`src/rtl/img_stim_pkg.sv`:
```
// Shared types and constants for the raster stimulus source.
package img_stim_pkg;

  localparam int DATA_W = 16;

  typedef enum logic [2:0] {
    S_WAIT = 3'd0,
    S_VS   = 3'd1,
    S_ACT  = 3'd2,
    S_HB   = 3'd3,
    S_VB   = 3'd4,
    S_DONE = 3'd5
  } state_t;

  // Fibonacci LFSR: taps 10 and 7 -> feedback from bits 9 and 6.
  localparam logic [15:0] LFSR_SEED = 16'h0001;
  localparam logic [15:0] LFSR_TAPS = 16'h0240;

endpackage

```
`src/rtl/img_pattern_gen.sv`:
```
// Pixel pattern source: ramp (x+y) by default, LFSR when IMG_PATTERN_LFSR_EN is defined.
module img_pattern_gen
  import img_stim_pkg::*;
#(
  parameter int PIX_BITS = 10,
  parameter int XW       = 10,
  parameter int YW       = 10
) (
  input  logic                clk_i,
  input  logic                rst_i,
  input  logic [XW-1:0]       x_i,
  input  logic [YW-1:0]       y_i,
  input  logic                advance_i,
  input  logic                reload_i,
  output logic [PIX_BITS-1:0] pix_o
);

`ifdef IMG_PATTERN_LFSR_EN
  logic [PIX_BITS-1:0] lfsr_q, lfsr_d;
  logic                fb;
  logic                unused_xy;

  assign unused_xy = ^{x_i, y_i};

  always_comb begin
    fb     = ^(lfsr_q & LFSR_TAPS[PIX_BITS-1:0]);
    lfsr_d = lfsr_q;
    if (reload_i) begin
      lfsr_d = LFSR_SEED[PIX_BITS-1:0];
    end else if (advance_i) begin
      lfsr_d = {lfsr_q[PIX_BITS-2:0], fb};
    end
  end

  always_ff @(posedge clk_i) begin
    if (rst_i) begin
      lfsr_q <= LFSR_SEED[PIX_BITS-1:0];
    end else begin
      lfsr_q <= lfsr_d;
    end
  end

  // Current value is presented, then the register steps past it.
  assign pix_o = lfsr_q;
`else
  logic unused_ctl;

  assign unused_ctl = ^{clk_i, rst_i, advance_i, reload_i};
  assign pix_o      = PIX_BITS'(x_i) + PIX_BITS'(y_i);
`endif

endmodule

```
`src/rtl/source_image_stimul_gen.sv`:
```
// Raster video source: frames of IMG_WIDTH x IMG_HEIGHT, HSYNC as data-valid, VSYNC frame pulse.
// Optional LFSR pattern selected with macro IMG_PATTERN_LFSR_EN.
module source_image_stimul_gen
  import img_stim_pkg::*;
#(
  parameter int IMG_WIDTH   = 1024,
  parameter int IMG_HEIGHT  = 1024,
  parameter int H_BLANK     = 256,
  parameter int V_BLANK     = 1024,
  parameter int START_DELAY = 16,
  parameter int FRAMES      = 1,
  parameter int PIX_BITS    = 10
) (
  input  logic              PCLK,
  input  logic              RST,
  output logic [DATA_W-1:0] Pixel_DATA,
  output logic              HSYNC,
  output logic              VSYNC,
  output logic [2:0]        dbg_state_o
);

  localparam int XW    = (IMG_WIDTH  > 1) ? $clog2(IMG_WIDTH)  : 1;
  localparam int YW    = (IMG_HEIGHT > 1) ? $clog2(IMG_HEIGHT) : 1;
  localparam int FR_W  = (FRAMES     > 1) ? $clog2(FRAMES + 1) : 1;
  localparam int MAX_A = (START_DELAY + 1 > H_BLANK) ? START_DELAY + 1 : H_BLANK;
  localparam int MAX_C = (MAX_A > V_BLANK) ? MAX_A : V_BLANK;
  localparam int CW    = $clog2(MAX_C + 1);

  localparam logic [XW-1:0]   X_LAST  = XW'(IMG_WIDTH - 1);
  localparam logic [YW-1:0]   Y_LAST  = YW'(IMG_HEIGHT - 1);
  localparam logic [CW-1:0]   D_LAST  = CW'(START_DELAY);
  localparam logic [CW-1:0]   H_LAST  = CW'(H_BLANK - 1);
  localparam logic [CW-1:0]   V_LAST  = CW'(V_BLANK - 1);
  localparam logic [FR_W-1:0] FR_LAST = (FRAMES == 0) ? '0 : FR_W'(FRAMES - 1);

  state_t              state_q, state_d;
  logic [XW-1:0]       x_q, x_d;
  logic [YW-1:0]       y_q, y_d;
  logic [CW-1:0]       cnt_q, cnt_d;
  logic [FR_W-1:0]     frame_q, frame_d;
  logic [DATA_W-1:0]   pix_q;
  logic                hsync_q, vsync_q;
  logic [PIX_BITS-1:0] pattern;

  // One counter serves the start delay and both blanking intervals.
  always_comb begin
    state_d = state_q;
    x_d     = x_q;
    y_d     = y_q;
    cnt_d   = cnt_q;
    frame_d = frame_q;
    case (state_q)
      S_WAIT: begin
        if (cnt_q == D_LAST) begin
          state_d = S_VS;
          cnt_d   = '0;
        end else begin
          cnt_d = cnt_q + CW'(1);
        end
      end
      S_VS: begin
        state_d = S_ACT;
        x_d     = '0;
        y_d     = '0;
        cnt_d   = '0;
      end
      S_ACT: begin
        if (x_q == X_LAST) begin
          state_d = S_HB;
          cnt_d   = '0;
        end else begin
          x_d = x_q + XW'(1);
        end
      end
      S_HB: begin
        if (cnt_q == H_LAST) begin
          cnt_d = '0;
          x_d   = '0;
          if (y_q != Y_LAST) begin
            y_d     = y_q + YW'(1);
            state_d = S_ACT;
          end else begin
            y_d     = '0;
            state_d = S_VB;
          end
        end else begin
          cnt_d = cnt_q + CW'(1);
        end
      end
      S_VB: begin
        if (cnt_q == V_LAST) begin
          cnt_d   = '0;
          frame_d = frame_q + FR_W'(1);
          if ((FRAMES == 0) || (frame_q != FR_LAST)) begin
            state_d = S_VS;
          end else begin
            state_d = S_DONE;
          end
        end else begin
          cnt_d = cnt_q + CW'(1);
        end
      end
      S_DONE: begin
        state_d = S_DONE;
      end
      default: begin
        state_d = S_WAIT;
      end
    endcase
  end

  img_pattern_gen #(
    .PIX_BITS(PIX_BITS),
    .XW      (XW),
    .YW      (YW)
  ) u_pattern (
    .clk_i    (PCLK),
    .rst_i    (RST),
    .x_i      (x_d),
    .y_i      (y_d),
    .advance_i(state_d == S_ACT),
    .reload_i (state_d == S_VS),
    .pix_o    (pattern)
  );

  // Outputs are registered from the next state so they line up with state_q.
  always_ff @(posedge PCLK) begin
    if (RST) begin
      state_q <= S_WAIT;
      x_q     <= '0;
      y_q     <= '0;
      cnt_q   <= '0;
      frame_q <= '0;
      pix_q   <= '0;
      hsync_q <= 1'b0;
      vsync_q <= 1'b0;
    end else begin
      state_q <= state_d;
      x_q     <= x_d;
      y_q     <= y_d;
      cnt_q   <= cnt_d;
      frame_q <= frame_d;
      hsync_q <= (state_d == S_ACT);
      vsync_q <= (state_d == S_VS);
      pix_q   <= (state_d == S_ACT) ? DATA_W'(pattern) : '0;
    end
  end

  assign Pixel_DATA  = pix_q;
  assign HSYNC       = hsync_q;
  assign VSYNC       = vsync_q;
  assign dbg_state_o = state_q;

endmodule

```
`config.mk`:
```
export PLATFORM = sky130hd
export DESIGN_NAME = source_image_stimul_gen
export DESIGN_NICKNAME = d
export VERILOG_FILES = /design/src/rtl/img_stim_pkg.sv /design/src/rtl/img_pattern_gen.sv /design/src/rtl/source_image_stimul_gen.sv
export SDC_FILE = /design/constraint.sdc
export NUM_CORES = 1
export LEC_CHECK = 0
export BUFFER_PORTS_ARGS = -buffer_cell sky130_fd_sc_hd__buf_2
export CAP_MARGIN = 10
export CORE_MARGIN = 2
export CORE_UTILIZATION = 60
export CTS_BUF_LIST = sky130_fd_sc_hd__clkbuf_4
export CTS_CLUSTER_SIZE = 8
export DETAILED_ROUTE_END_ITERATION = 12
export GPL_TIMING_DRIVEN = 0
export PLACE_DENSITY_LB_ADDON = 0.2
export SYNTH_ARGS = -nofsm -noshare
export SYNTH_HDL_FRONTEND = slang
export SYNTH_SLANG_ARGS = --single-unit
```
`constraint.sdc`:
```
create_clock -name PCLK -period 3.4 [get_ports PCLK]
set_input_delay 0.68 -clock PCLK [delete_from_list [all_inputs] [get_ports PCLK]]
set_output_delay 0.68 -clock PCLK [all_outputs]
set_load 0.005 [all_outputs]
```
Yosys cells after proc, flatten, opt, wreduce, memory -nomap -nowiden:

Index checks and enable logic that the tools add are counted.

* bitwise operators: 1
* mux-type cells: 18
* eq/ne operators: 13
* add/subtract/negate cells: 5
* reductions and logical operators: 5

Operators with widths (number)
* $pmux 11 s5: 1
* $mux 11: 4
* $mux 10: 4
* $pmux 10 s3: 1
* $add 10x1->10 const B: 2
* $pmux 10 s2: 1
* $mux 3: 6
* $pmux 3 s6: 1
* $add 11x1->11 const B: 1
* $eq 11x10->1 const B: 1
* $eq 11x5->1 const B: 1
* $eq 11x8->1 const B: 1
* $add 10x10->10: 1
* $eq 10x10->1 const B: 1
* $ne 10x10->1 const B: 1
* $eq 3x2->1 const B: 3
* $eq 3x1->1 const B: 2
* $eq 3x3->1 const B: 2
* $reduce_bool 5->1: 1
* $reduce_and 2->1: 2
* $logic_not 3->1: 1
* $ne 2x2->1 const B: 1
* $reduce_or 2->1: 1
* $add 1x1->1 const B: 1
* $not 1->1: 1

* output and inout bits: 21
* flip-flop bits (word level): 53
* input bits: 2
* word-level logic and storage cells: 51

Logic depth before layout (Yosys ltp):

Gate-level depths: netlist (run 1).

* depth in word-level cells: 7
* depth in mapped cells: 17
* depth with buffers taken out: 17

Modules after synthesis:

From an unflattened synthesis (run 1), not the netlist that was laid out.

* cells, all modules: 366
* area total of the unflattened synthesis: 2944.1 µm²

By module, submodules not included
* source_image_stimul_gen: cells each 315, times used 1, area each 2558.7 µm²
* img_pattern_gen: cells each 51, times used 1, area each 385.4 µm²

Worst setup path after synthesis (run 1):

No wires, ideal clock.

* path type: reg2reg
* start: register cnt_q[0]
* end: register pix_q[9] (netlist: Pixel_DATA[9])
* cell stages (with the launch flop): 15
* library setup time: 0.118 ns
* period minus slack after synthesis: 3.059 ns
* arrival: 2.940 ns
* required time: 3.282 ns
* setup slack: 0.341 ns
* path through: dfxtp_1 ha_1 nand3_1 nor3_4 nand4_1 o21a_1 o21ai_0 nand2_1 ha_1 a2111oi_0 o21ai_0 nand2_1 o21ai_0 xnor2_1 nor2_1

RTL lines
* from (decl): RTL line source_image_stimul_gen.sv:39 `logic [CW-1:0] cnt_q, cnt_d;`
* from (signal assigned): RTL line source_image_stimul_gen.sv:141 `cnt_q <= cnt_d;`
* $eq 11x8->1: RTL line source_image_stimul_gen.sv:76 `if (cnt_q == H_LAST) begin`
* $mux 10: RTL line source_image_stimul_gen.sv:76
* $pmux 10 s2: RTL line source_image_stimul_gen.sv:52 `case (state_q)`
* named net u_pattern.y_i[6]: RTL line img_pattern_gen.sv:12 `input logic [YW-1:0] y_i,`
* $add 10x10->10: RTL line img_pattern_gen.sv:49 `assign pix_o = PIX_BITS'(x_i) + PIX_BITS'(y_i);`
* to (signal assigned): RTL line source_image_stimul_gen.sv:145 `pix_q <= (state_d == S_ACT) ? DATA_W'(pattern) : '0;`
* to (decl): RTL line source_image_stimul_gen.sv:41 `logic [DATA_W-1:0] pix_q;`

The timed path passes the listed nets, and every way through them passes these cells.
A chain may end at the register's enable or synchronous reset.

Worst setup path after layout (run 1):

* start: register state_q[2] (netlist: dbg_state_o[2])
* end: register pix_q[9] (netlist: Pixel_DATA[9])

RTL lines
* from (decl): RTL line source_image_stimul_gen.sv:36 `state_t state_q, state_d;`
* from (signal assigned): RTL line source_image_stimul_gen.sv:138 `state_q <= state_d;`
* $eq 3x2->1 or $eq 3x1->1 (tied branches): RTL line source_image_stimul_gen.sv:52
* $pmux 10 s2 (*): RTL line source_image_stimul_gen.sv:52
* named net u_pattern.y_i[5]: RTL line img_pattern_gen.sv:12
* $add 10x10->10 (*): RTL line img_pattern_gen.sv:49

The timed path passes the listed nets; every way through them passes the cells marked *.

==> out/results.tsv, run 1 <==
stage	metric	value	unit
outcome	status	finished, final reports clean	
final_layout	fill_cells	359	
synth	ys.flop_type	dfxtp_1	
global_routing	grt_pass1_vias	2326	
clock_tree	clock_latency	370	ps
floorplanning	dieWidth	71.7	um
sta	hold_viol	0	
floorplanning	core_area	0.00438	mm2
worst_hold_path	hold_class	flip-flop to flip-flop	
place	port_buffers	15	
sta	fin_ws	146	ps
synth	synthCells	346	
sta	finalSetupTns	0	ps
final_layout	diodes	0	
clock_tree	cts_tree	yes	
place	placed_cell_area	0.00291	mm2
synth	ys_seq_elements	47	
synth	yosys_warnings	0	
critical_path	worstRegToRegCells	14	
sta	drv_slew	0	
sta	worst_slew_pin_slew	805	ps
routing	vias	2615	
critical_path	cpMaxStageDelayCell	or3b_2	
routing	wirelength	6450	um
global_routing	grt_max_degree	15	
final_layout	fin_area	0.00312	mm2
clock_tree	ctsLongestPathBuffers	2	
final_layout	final_common_cell	dfxtp_1	
sta	setup_viol	0	
power_and_ir_drop	p_leak	1.24	nW
power_and_ir_drop	p_per_area	273	mW/mm2
final_layout	fin_nets	394	
routing	first_iter_violations	225	
clock_tree	cts_sinks	47	
floorplanning	io_pins	23	
critical_path	cp-end-kind	flip-flop	
sta	rsz0062_at_grt	yes	
critical_path	arrival	3520	ps
final_layout	mostFrequentLayoutCells	dfxtp_1, nor2_1, nand2_1	
synth	synth.cell_area	0.00275	mm2
floorplanning	floorplan.initialDensity	62.6	%
sta	max_slew_margin	45.8	%
synth	async_reset_ff_share	0	%
worst_hold_path	holdPathStages	2	
sta	layout_min_cycle_time	3250	ps
routing	drt_pass1_iterations	4	
synth	syn_area_per_cell	7.94	um2
routing	routed_via_density	6.07	
sta	fmax	307	MHz
clock_tree	clockRootBuffer	clkbuf_4	
critical_path	slowest_delay	470	ps
final_layout	syn_to_final_growth	13.8	%
place	place_congestion	0.818	
sta	fin_crit_sh	95.7	%
clock_tree	htreeDepth	2	
sta	skew	9.21	ps
global_routing	grt_remaining_overflow	0	
clock_tree	postCtsHoldBufs	0	
job	cap_violations	0	
critical_path	cp_max_fo	7	
critical_path	path_cells	buf_2 > nand2b_1 > or2_2 > clkbuf_1 > a21o_1 > or3b_2 > nand2_1 > ha_1 > o21ai_0 > a21oi_1 > nand2_1 > o21ai_0 > xnor2_1 > nor2_1	
routing	drc	0	
global_routing	grt_pass1_wl	10400	um
critical_path	start_kind	flip-flop	
place	hpwlAfterDp	4600	um
critical_path	path_class	flip-flop to flip-flop	
global_routing	gr-usage-all-layers	25.4	%
synth	synth_edf_count	0	
global_routing	antenna_found_initial	0	
place	pre_cts_ws	-159	ps
critical_path	required	3670	ps
power_and_ir_drop	peakVddDrop	0.234	mV
synth	seq_area_frac_synth	34.3	%
synth	synth_cell_types	54	
clock_tree	clkTransAtPathRegs	140	ps
floorplanning	dieArea	0.00513	mm2
routing	ant_nets	0	
power_and_ir_drop	power.total	0.000853	W
floorplanning	rows	24	
routing	wl_per_cell	15.0	um
final_layout	drive_gt1_share	20.1	%
clock_tree	numCtsBuffers	5	
floorplanning	die_height	71.7	um
## power by group
group          total [W]  switching, W  internal, W
Clock           0.000269      0.000181    0.0000880
Combinational  0.0000258     0.0000156    0.0000102
Sequential      0.000558    0.00000397     0.000554
Total           0.000853      0.000201     0.000652
## layer usage
layer	vias to the layer above	wire, um	track usage, %
li1	1277	-	-
met1	1255	2940	34.1
met2	71	3080	40.5
met3	12	330	5.77
met4	0	95	8.60
met5	-	0	0
## cell families (layout without fill, tap and decap cells)
group / after synthesis / in the layout / share of synthesized area [%]
other cells: 1 / 6 / 0.137
simple gates: 151 / 151 / 28.0
compound gates: 82 / 82 / 19.2
mux: 1 / 1 / 0.410
fa+ha+maj: 14 / 14 / 6.65
xor+xnor: 20 / 20 / 6.38
flops: 47 / 47 / 34.3
buf+inv: 30 / 58 / 5.01
## critical path, delay by kind of cell, from the launching register on
kind | cells | cell delay (ps)
AND/OR/NAND/NOR | 6 | 1230
AO/OA/AOI/OAI | 4 | 830
flip-flops | 1 | 330
buffers and inverters | 2 | 330
adder cells (fa/ha/maj) | 1 | 290
XOR/XNOR | 1 | 140
## cell type report
| class | instances | area, um2 | area share, % |
|---|---|---|---|
| Buffer | 16 | 88.8 | 2.84 |
| Timing Repair Buffer | 21 | 120 | 3.84 |
| Tap cell | 52 | 65.1 | 2.08 |
| Clock buffer | 6 | 45.0 | 1.44 |
| Sequential cell | 47 | 950 | 30.4 |
| Clock inverter | 2 | 12.5 | 0.400 |
| Multi-Input combinational cell | 274 | 1790 | 57.4 |
| Inverter | 13 | 48.8 | 1.56 |
## timing repair
item / CTS / global route
endpoints found under the hold margin: 0 / 0
pin swaps: 2 / 7
setup endpoints to repair: 5 / 5
buffers inserted: 3 / 3
gates cloned: 0 / 0
gates resized for setup: 7 / 33
## state kept, by name, indices dropped and copies added, names as in the netlist
signal / flops
Pixel_DATA: 10
dbg_state_o: 3
cnt_q: 11
frame_q: 1
x_q: 10
VSYNC: 1
HSYNC: 1
y_q: 10
## worst paths after layout
path                  start            end  slack, ps
max          dbg_state_o[2]  Pixel_DATA[9]        150
min               cnt_q[10]      cnt_q[10]        540
max reg2reg  dbg_state_o[2]  Pixel_DATA[9]        150
min reg2reg       cnt_q[10]      cnt_q[10]        540
## stage by stage
step	std cells	utilization, %	hold slack, ps
5_1_grt	431	71.3	587
2_1_floorplan	351	-	479
3_3_place_gp	418	66.3	505
6_report	431	71.3	539
3_5_place_dp	418	66.3	509
4_1_cts	429	68.8	533
## synth_stat cells, types with 6 or more instances
library cell	count	share of area (%)
dfxtp_1	47	34
nor2_1	40	5.5
nand2_1	30	4.1
a21oi_1	25	4.6
o21ai_0	20	3.6
nand3_1	17	3.1
nor2b_1	16	3.6
ha_1	13	5.9
inv_1	13	1.8
nor3_1	12	2.2
xor2_1	12	3.8
xnor2_1	8	2.6
clkbuf_1	7	0.96
and3_1	6	1.4
buf_4	6	1.6
nand4_1	6	1.4
(Power assumes the default switching activity.)
==> inputs of run 2 (changes only) <==
--- a/config.mk
+++ b/config.mk
@@ -7,13 +7,14 @@
 export LEC_CHECK = 0
 export BUFFER_PORTS_ARGS = -buffer_cell sky130_fd_sc_hd__buf_2
 export CAP_MARGIN = 10
-export CORE_MARGIN = 2
+export CORE_MARGIN = 5
 export CORE_UTILIZATION = 60
 export CTS_BUF_LIST = sky130_fd_sc_hd__clkbuf_4
 export CTS_CLUSTER_SIZE = 8
 export DETAILED_ROUTE_END_ITERATION = 12
 export GPL_TIMING_DRIVEN = 0
-export PLACE_DENSITY_LB_ADDON = 0.2
+export PLACE_DENSITY = 0.8
 export SYNTH_ARGS = -nofsm -noshare
 export SYNTH_HDL_FRONTEND = slang
+export SYNTH_HIERARCHICAL = 1
 export SYNTH_SLANG_ARGS = --single-unit
==> out/results.tsv, run 2 <==
stage	metric	value	unit	change
power_and_ir_drop	p_leak	1.31	nW	+5.5%
global_routing	grt_remaining_overflow	0		unchanged
final_layout	multi_input_area	0.00188	mm2	+4.8%
outcome	status	finished, final reports clean		
final_layout	fin_nets	408		+3.6%
floorplanning	dieWidth	79.9	um	+12%
final_layout	mostFrequentLayoutCells	dfxtp_1, nor2_1, nand3_1		
power_and_ir_drop	p_per_area	311	mW/mm2	+14%
routing	first_iter_violations	205		-8.9%
final_layout	max_flop_register	cnt_q		
place	place_congestion	0.950		+16%
clock_tree	clock_latency	370	ps	about the same
floorplanning	core_area	0.00472	mm2	+7.7%
power_and_ir_drop	p_seq_share	55.5	%	-9.9 points
routing	routed_via_density	5.97		-1.6%
global_routing	grt_pass1_wl	11100	um	+7.0%
final_layout	fill_cells	401		+12%
floorplanning	dieArea	0.00639	mm2	+24%
global_routing	grt_pass1_vias	2531		+8.8%
routing	wl_per_cell	14.5	um	-3.4%
sta	worst_slew_pin_slew	655	ps	-150 ps
global_routing	antenna_found_initial	0		unchanged
critical_path	path_class	flip-flop to flip-flop		
worst_hold_path	hold_class	flip-flop to flip-flop		
global_routing	gr-usage-all-layers	21.8	%	-3.6 points
power_and_ir_drop	p_switching	0.000210	W	+4.5%
clock_tree	cts_sinks	47		unchanged
sta	rsz0062_at_grt	no		
critical_path	reg2reg_slack	160	ps	+20 ps
sta	drv_slew	0		unchanged
worst_hold_path	min_delay_worst_endpoint	frame_q		
routing	drt_pass1_iterations	4		unchanged
critical_path	worstRegToRegCells	12		-2
final_layout	final_common_cell	dfxtp_1		
synth	synth.cell_area	0.00294	mm2	+6.9%
sta	hold_viol	0		unchanged
floorplanning	rows	25		+4.2%
global_routing	gr-max-usage-layer	met2		
critical_path	reg2reg_from	y_q[0]		
power_and_ir_drop	peakVddDrop	0.208	mV	-11%
floorplanning	die_height	79.9	um	+12%
job	cap_violations	0		unchanged
place	port_buffers	16		+1
final_layout	diodes	0		unchanged
sta	setup_viol	0		unchanged
power_and_ir_drop	p_int	0.000795	W	+22%
power_and_ir_drop	p_comb_share	2.9	%	about the same
sta	fmax	309	MHz	+0.56%
clock_tree	clkTransAtPathRegs	140	ps	about the same
clock_tree	numCtsBuffers	5		unchanged
critical_path	required	3730	ps	+60 ps
critical_path	cp-end-kind	flip-flop		
global_routing	gr-usage-met2	39.2	%	-1.3 points
routing	wirelength	6650	um	+3.1%
sta	layout_min_cycle_time	3240	ps	-18.1 ps
synth	synthCells	364		+5.2%
final_layout	syn_to_final_growth	10.0	%	
final_layout	largest_reg_flops	11		unchanged
clock_tree	ctsLongestPathBuffers	2		unchanged
critical_path	cp_max_fo	6		-1
final_layout	regArea	941	um2	-0.92%
floorplanning	io_pins	23		unchanged
floorplanning	floorplan.initialDensity	62.1	%	-0.50 points
synth	yosys_warnings	6		+6
clock_tree	cts_tree	yes		
critical_path	r2r-end	Pixel_DATA[8]		
critical_path	start_kind	flip-flop		
worst_hold_path	hp-start	frame_q		
power_and_ir_drop	p_clk_share	41.6	%	+10 points
place	hpwlAfterDp	5000	um	+8.8%
final_layout	drive_gt1_share	14.0	%	-6.1 points
clock_tree	htreeDepth	2		unchanged
routing	vias	2745		+5.0%
worst_hold_path	holdPathStages	2		unchanged
power_and_ir_drop	power.total	0.00100	W	+18%
global_routing	met1_usage	25.5	%	-8.6 points
routing	ant_nets	0		unchanged
sta	fin_crit_sh	95.2	%	-0.53 points
sta	max_slew_margin	56.0	%	+10 points
power_and_ir_drop	swShare	20.9	%	-2.7 points
sta	skew	15.5	ps	+6.28 ps
synth	syn_area_per_cell	8.06	um2	+1.6%
critical_path	arrival	3570	ps	+50 ps
sta	finalSetupTns	0	ps	unchanged
global_routing	grt_max_degree	16		+1
global_routing	grtUsageMet3	3.61	%	-2.2 points
routing	drc	0		unchanged
clock_tree	clockRootBuffer	clkbuf_4		
## run 2: repair_timing
item / CTS / global route
resized for setup: 0 / 2
hold buffers: 0 / 0
setup buffers: 0 / 0
setup endpoints to repair: 0 / 2
## run 2: worst max-delay path by stage
stage	from	slack, ps	end	cells past startpoint
CTS	y_q[0]	160	Pixel_DATA[8]	14
detailed placement	y_q[0]	180	Pixel_DATA[8]	14
floorplan	cnt_q[1]	540	Pixel_DATA[8]	14
global route	cnt_q[1]	20	Pixel_DATA[9]	12
finish	y_q[0]	160	Pixel_DATA[8]	12
global placement	y_q[0]	240	Pixel_DATA[8]	14
## run 2: power groups by stage
stage	combinational (W)	clock [W]	sequential [W]
2_1_floorplan	0.0000224	0	0.000569
3_3_place_gp	0.0000284	0	0.000569
3_5_place_dp	0.0000286	0	0.000570
4_1_cts	0.0000289	0.000428	0.000558
5_1_grt	0.0000336	0.000446	0.000559
6_report	0.0000291	0.000418	0.000558
## run 2: cell type report
| type | instances | area share [%] |
|---|---|---|
| plain buffers | 18 | 3.02 |
| repair buffers | 16 | 2.48 |
| clock buffers | 5 | 1.16 |
| clock inverters | 3 | 2.09 |
| inverters | 11 | 1.28 |
| flip-flops and latches | 47 | 29.1 |
| well taps | 67 | 2.60 |
| multi-input cells | 293 | 58.2 |
## run 2: routing by layer
layer	routed length [um]	vias up	share of wire, %
met5	0	-	0
met4	191	0	2.9
met3	247	21	3.7
met2	3280	79	49
met1	2930	1276	44
li1	-	1369	-
## run 2: metrics by stage
stage          std cells  setup WS [ps]  cell area (um2)  util [%]  hold slack [ps]
6_report             460            164             3230      68.4              526
5_1_grt              460           18.3             3230      68.4              566
4_1_cts              460            159             3220      68.2              527
3_5_place_dp         452            176             3120      66.0              493
3_3_place_gp         452            240             3120      66.0              497
2_1_floorplan        369            541             2950         -              471
## run 2: critical path: stages, from the launching register on
cell and delay [ps]:
dfxtp_1 450, ha_1 230, nand3_1 210, nor3_1 550
o21ai_0 190, nand3_1 130, nand3_1 90, ha_1 360
a21o_1 230, a21o_1 200, a221oi_2 300, xnor2_1 150
and2_1 130
==> inputs of run 3 (changes only) <==
--- a/config.mk
+++ b/config.mk
@@ -5,15 +5,15 @@
 export SDC_FILE = /design/constraint.sdc
 export NUM_CORES = 1
 export LEC_CHECK = 0
-export BUFFER_PORTS_ARGS = -buffer_cell sky130_fd_sc_hd__buf_2
 export CAP_MARGIN = 10
 export CORE_MARGIN = 5
 export CORE_UTILIZATION = 60
 export CTS_BUF_LIST = sky130_fd_sc_hd__clkbuf_4
 export CTS_CLUSTER_SIZE = 8
 export DETAILED_ROUTE_END_ITERATION = 12
+export DONT_BUFFER_PORTS = 1
 export GPL_TIMING_DRIVEN = 0
-export PLACE_DENSITY = 0.8
+export PLACE_DENSITY = 0.76
 export SYNTH_ARGS = -nofsm -noshare
 export SYNTH_HDL_FRONTEND = slang
 export SYNTH_HIERARCHICAL = 1
==> out/results.tsv, run 3 (synthesis results as in run 2) <==
stage	metric	value	unit	change
final_layout	max_flop_register	cnt_q		
job	cap_violations	0		unchanged
final_layout	fin_area	0.00314	mm2	-2.8%
global_routing	grt_pass1_vias	2411		-4.7%
global_routing	grt_remaining_overflow	0		unchanged
critical_path	required	3690	ps	-40 ps
clock_tree	postCtsHoldBufs	0		unchanged
place	place_congestion	0.922		-2.9%
final_layout	mostFrequentLayoutCells	dfxtp_1, nor2_1, nand3_1		
final_layout	drive_gt1_share	11.3	%	-2.7 points
power_and_ir_drop	p_seq_share	64.6	%	+9.1 points
clock_tree	htreeDepth	2		unchanged
sta	setup_viol	0		unchanged
power_and_ir_drop	p_comb_share	3.2	%	+0.3 points
outcome	status	finished, final reports clean		
routing	ant_nets	0		unchanged
critical_path	path_class	flip-flop to flip-flop		
sta	skew	12.7	ps	-2.83 ps
floorplanning	dieWidth	79.9	um	unchanged
sta	fin_crit_sh	92.8	%	-2.3 points
sta	holdWs	350	ps	-176 ps
critical_path	cp_max_fo	4		-2
floorplanning	io_pins	23		unchanged
routing	vias	2672		-2.7%
sta	layout_min_cycle_time	3160	ps	-79.4 ps
critical_path	r2r-end	Pixel_DATA[8]		
clock_tree	numCtsBuffers	5		unchanged
sta	max_slew_margin	54.6	%	-1.4 points
worst_hold_path	holdPathStages	1		-1
critical_path	cp-end-kind	flip-flop		
power_and_ir_drop	p_int	0.000649	W	-18%
power_and_ir_drop	p_clk_share	32.2	%	-9.4 points
sta	rsz0062_at_grt	no		
final_layout	final_common_cell	dfxtp_1		
final_layout	multi_input_area	0.00189	mm2	+0.60%
critical_path	reg2reg_slack	240	ps	+80 ps
place	port_buffers	0		-16
sta	hold_viol	0		unchanged
power_and_ir_drop	p_switching	0.000215	W	+2.2%
critical_path	start_kind	flip-flop		
global_routing	grt_max_degree	17		+1
clock_tree	clock_latency	370	ps	about the same
global_routing	antenna_found_initial	0		unchanged
routing	wl_per_cell	14.4	um	-0.33%
critical_path	worstRegToRegCells	14		+2
place	placed_cell_area	0.00304	mm2	-2.6%
power_and_ir_drop	peakVddDrop	0.185	mV	-11%
power_and_ir_drop	p_leak	1.22	nW	-6.9%
floorplanning	die_height	79.9	um	unchanged
clock_tree	cts_tree	yes		
sta	fmax	317	MHz	+2.5%
global_routing	gr-usage-all-layers	21.0	%	-0.81 points
worst_hold_path	hp-start	RST		
final_layout	fill_cells	422		+5.2%
routing	drt_pass1_iterations	4		unchanged
power_and_ir_drop	p_per_area	275	mW/mm2	-12%
final_layout	fin_nets	395		-3.2%
final_layout	syn_to_final_growth	6.99	%	
floorplanning	dieArea	0.00639	mm2	unchanged
power_and_ir_drop	swShare	24.8	%	+4.0 points
worst_hold_path	min_delay_worst_endpoint	y_q[2]		
routing	routed_via_density	5.98		+0.17%
clock_tree	ctsLongestPathBuffers	2		unchanged
global_routing	grt_pass1_wl	10700	um	-4.0%
final_layout	largest_reg_flops	11		unchanged
sta	worst_slew_pin_slew	677	ps	+21.2 ps
floorplanning	floorplan.initialDensity	62.1	%	unchanged
routing	drc	0		unchanged
clock_tree	cts_sinks	47		unchanged
routing	wirelength	6440	um	-3.1%
critical_path	reg2reg_from	cnt_q[1]		
place	hpwlAfterDp	4830	um	-3.4%
floorplanning	rows	25		unchanged
worst_hold_path	hold_class	input port to flip-flop		
routing	first_iter_violations	191		-6.8%
critical_path	arrival	3450	ps	-120 ps
clock_tree	clockRootBuffer	clkbuf_4		
sta	drv_slew	0		unchanged
sta	finalSetupTns	0	ps	unchanged
clock_tree	clkTransAtPathRegs	150	ps	about the same
final_layout	regArea	941	um2	unchanged
floorplanning	core_area	0.00472	mm2	unchanged
final_layout	diodes	0		unchanged
==> run 3: cell types whose count changed in the layout (fill, tap and decap cells not counted), sizes merged <==
cell	before	now
bufinv	2	0
clkinv	0	2
buf	28	15
==> run 3: stage by stage <==
stage               cells  util [%]  setup slack [ps]  total power [W]
finish                447      66.5               244         0.000864
global route          447      66.5              34.1         0.000897
CTS                   444      65.6               167         0.000873
detailed placement    436      64.3               193         0.000597
global placement      436      64.3               218         0.000597
floorplan             369         -               541         0.000591
==> run 3: power by group through the flow <==
stage	Sequential [W]	Clock, W	Combinational [W]
CTS	0.000558	0.000287	0.0000279
finish	0.000558	0.000278	0.0000280
floorplan	0.000569	0	0.0000224
detailed placement	0.000570	0	0.0000276
global route	0.000558	0.000307	0.0000315
global placement	0.000570	0	0.0000273
==> run 3: timing repair <==
action	in CTS	in global routing
resized for setup	0	4
buffers inserted	0	3
setup endpoints to repair	0	3
==> run 3: how the worst max path moves through the flow <==
stage,startpoint,slack (ps),depth (start not counted),end
3_5_place_dp,cnt_q[1],190,14,Pixel_DATA[8]
6_report,cnt_q[1],240,14,Pixel_DATA[8]
3_3_place_gp,y_q[0],220,14,Pixel_DATA[8]
4_1_cts,cnt_q[1],170,14,Pixel_DATA[8]
2_1_floorplan,cnt_q[1],540,14,Pixel_DATA[8]
5_1_grt,cnt_q[1],30,14,Pixel_DATA[8]
==> run 3: critical path: stages, from the launching register on <==
cell	delay [ps]
dfxtp_1	400
ha_1	210
and3_1	240
nand3_1	130
nor2_2	180
or4b_1	470
nand2_1	120
ha_1	170
inv_1	50
fa_1	390
nand2b_1	190
a21oi_2	180
a221oi_2	80
xnor2_1	120
and2_1	130
==> run 3: per-layer routing <==
layer	track usage (%)	up-vias	routed length, um
met3	4.06	13	264
met4	9.63	0	171
met1	24.0	1251	2890
met2	37.3	62	3120
met5	0	-	0
li1	-	1346	-
==> run 3: cell type report <==
| cell class | count | share of cell area (%) |
|---|---|---|
| sequential | 47 | 30.0 |
| clock inverter | 3 | 0.797 |
| timing repair buffer | 3 | 0.717 |
| inverter | 11 | 1.31 |
| buffer | 18 | 3.11 |
| multi-input combinational | 293 | 60.2 |
| clock buffer | 5 | 1.20 |
| tap | 67 | 2.67 |
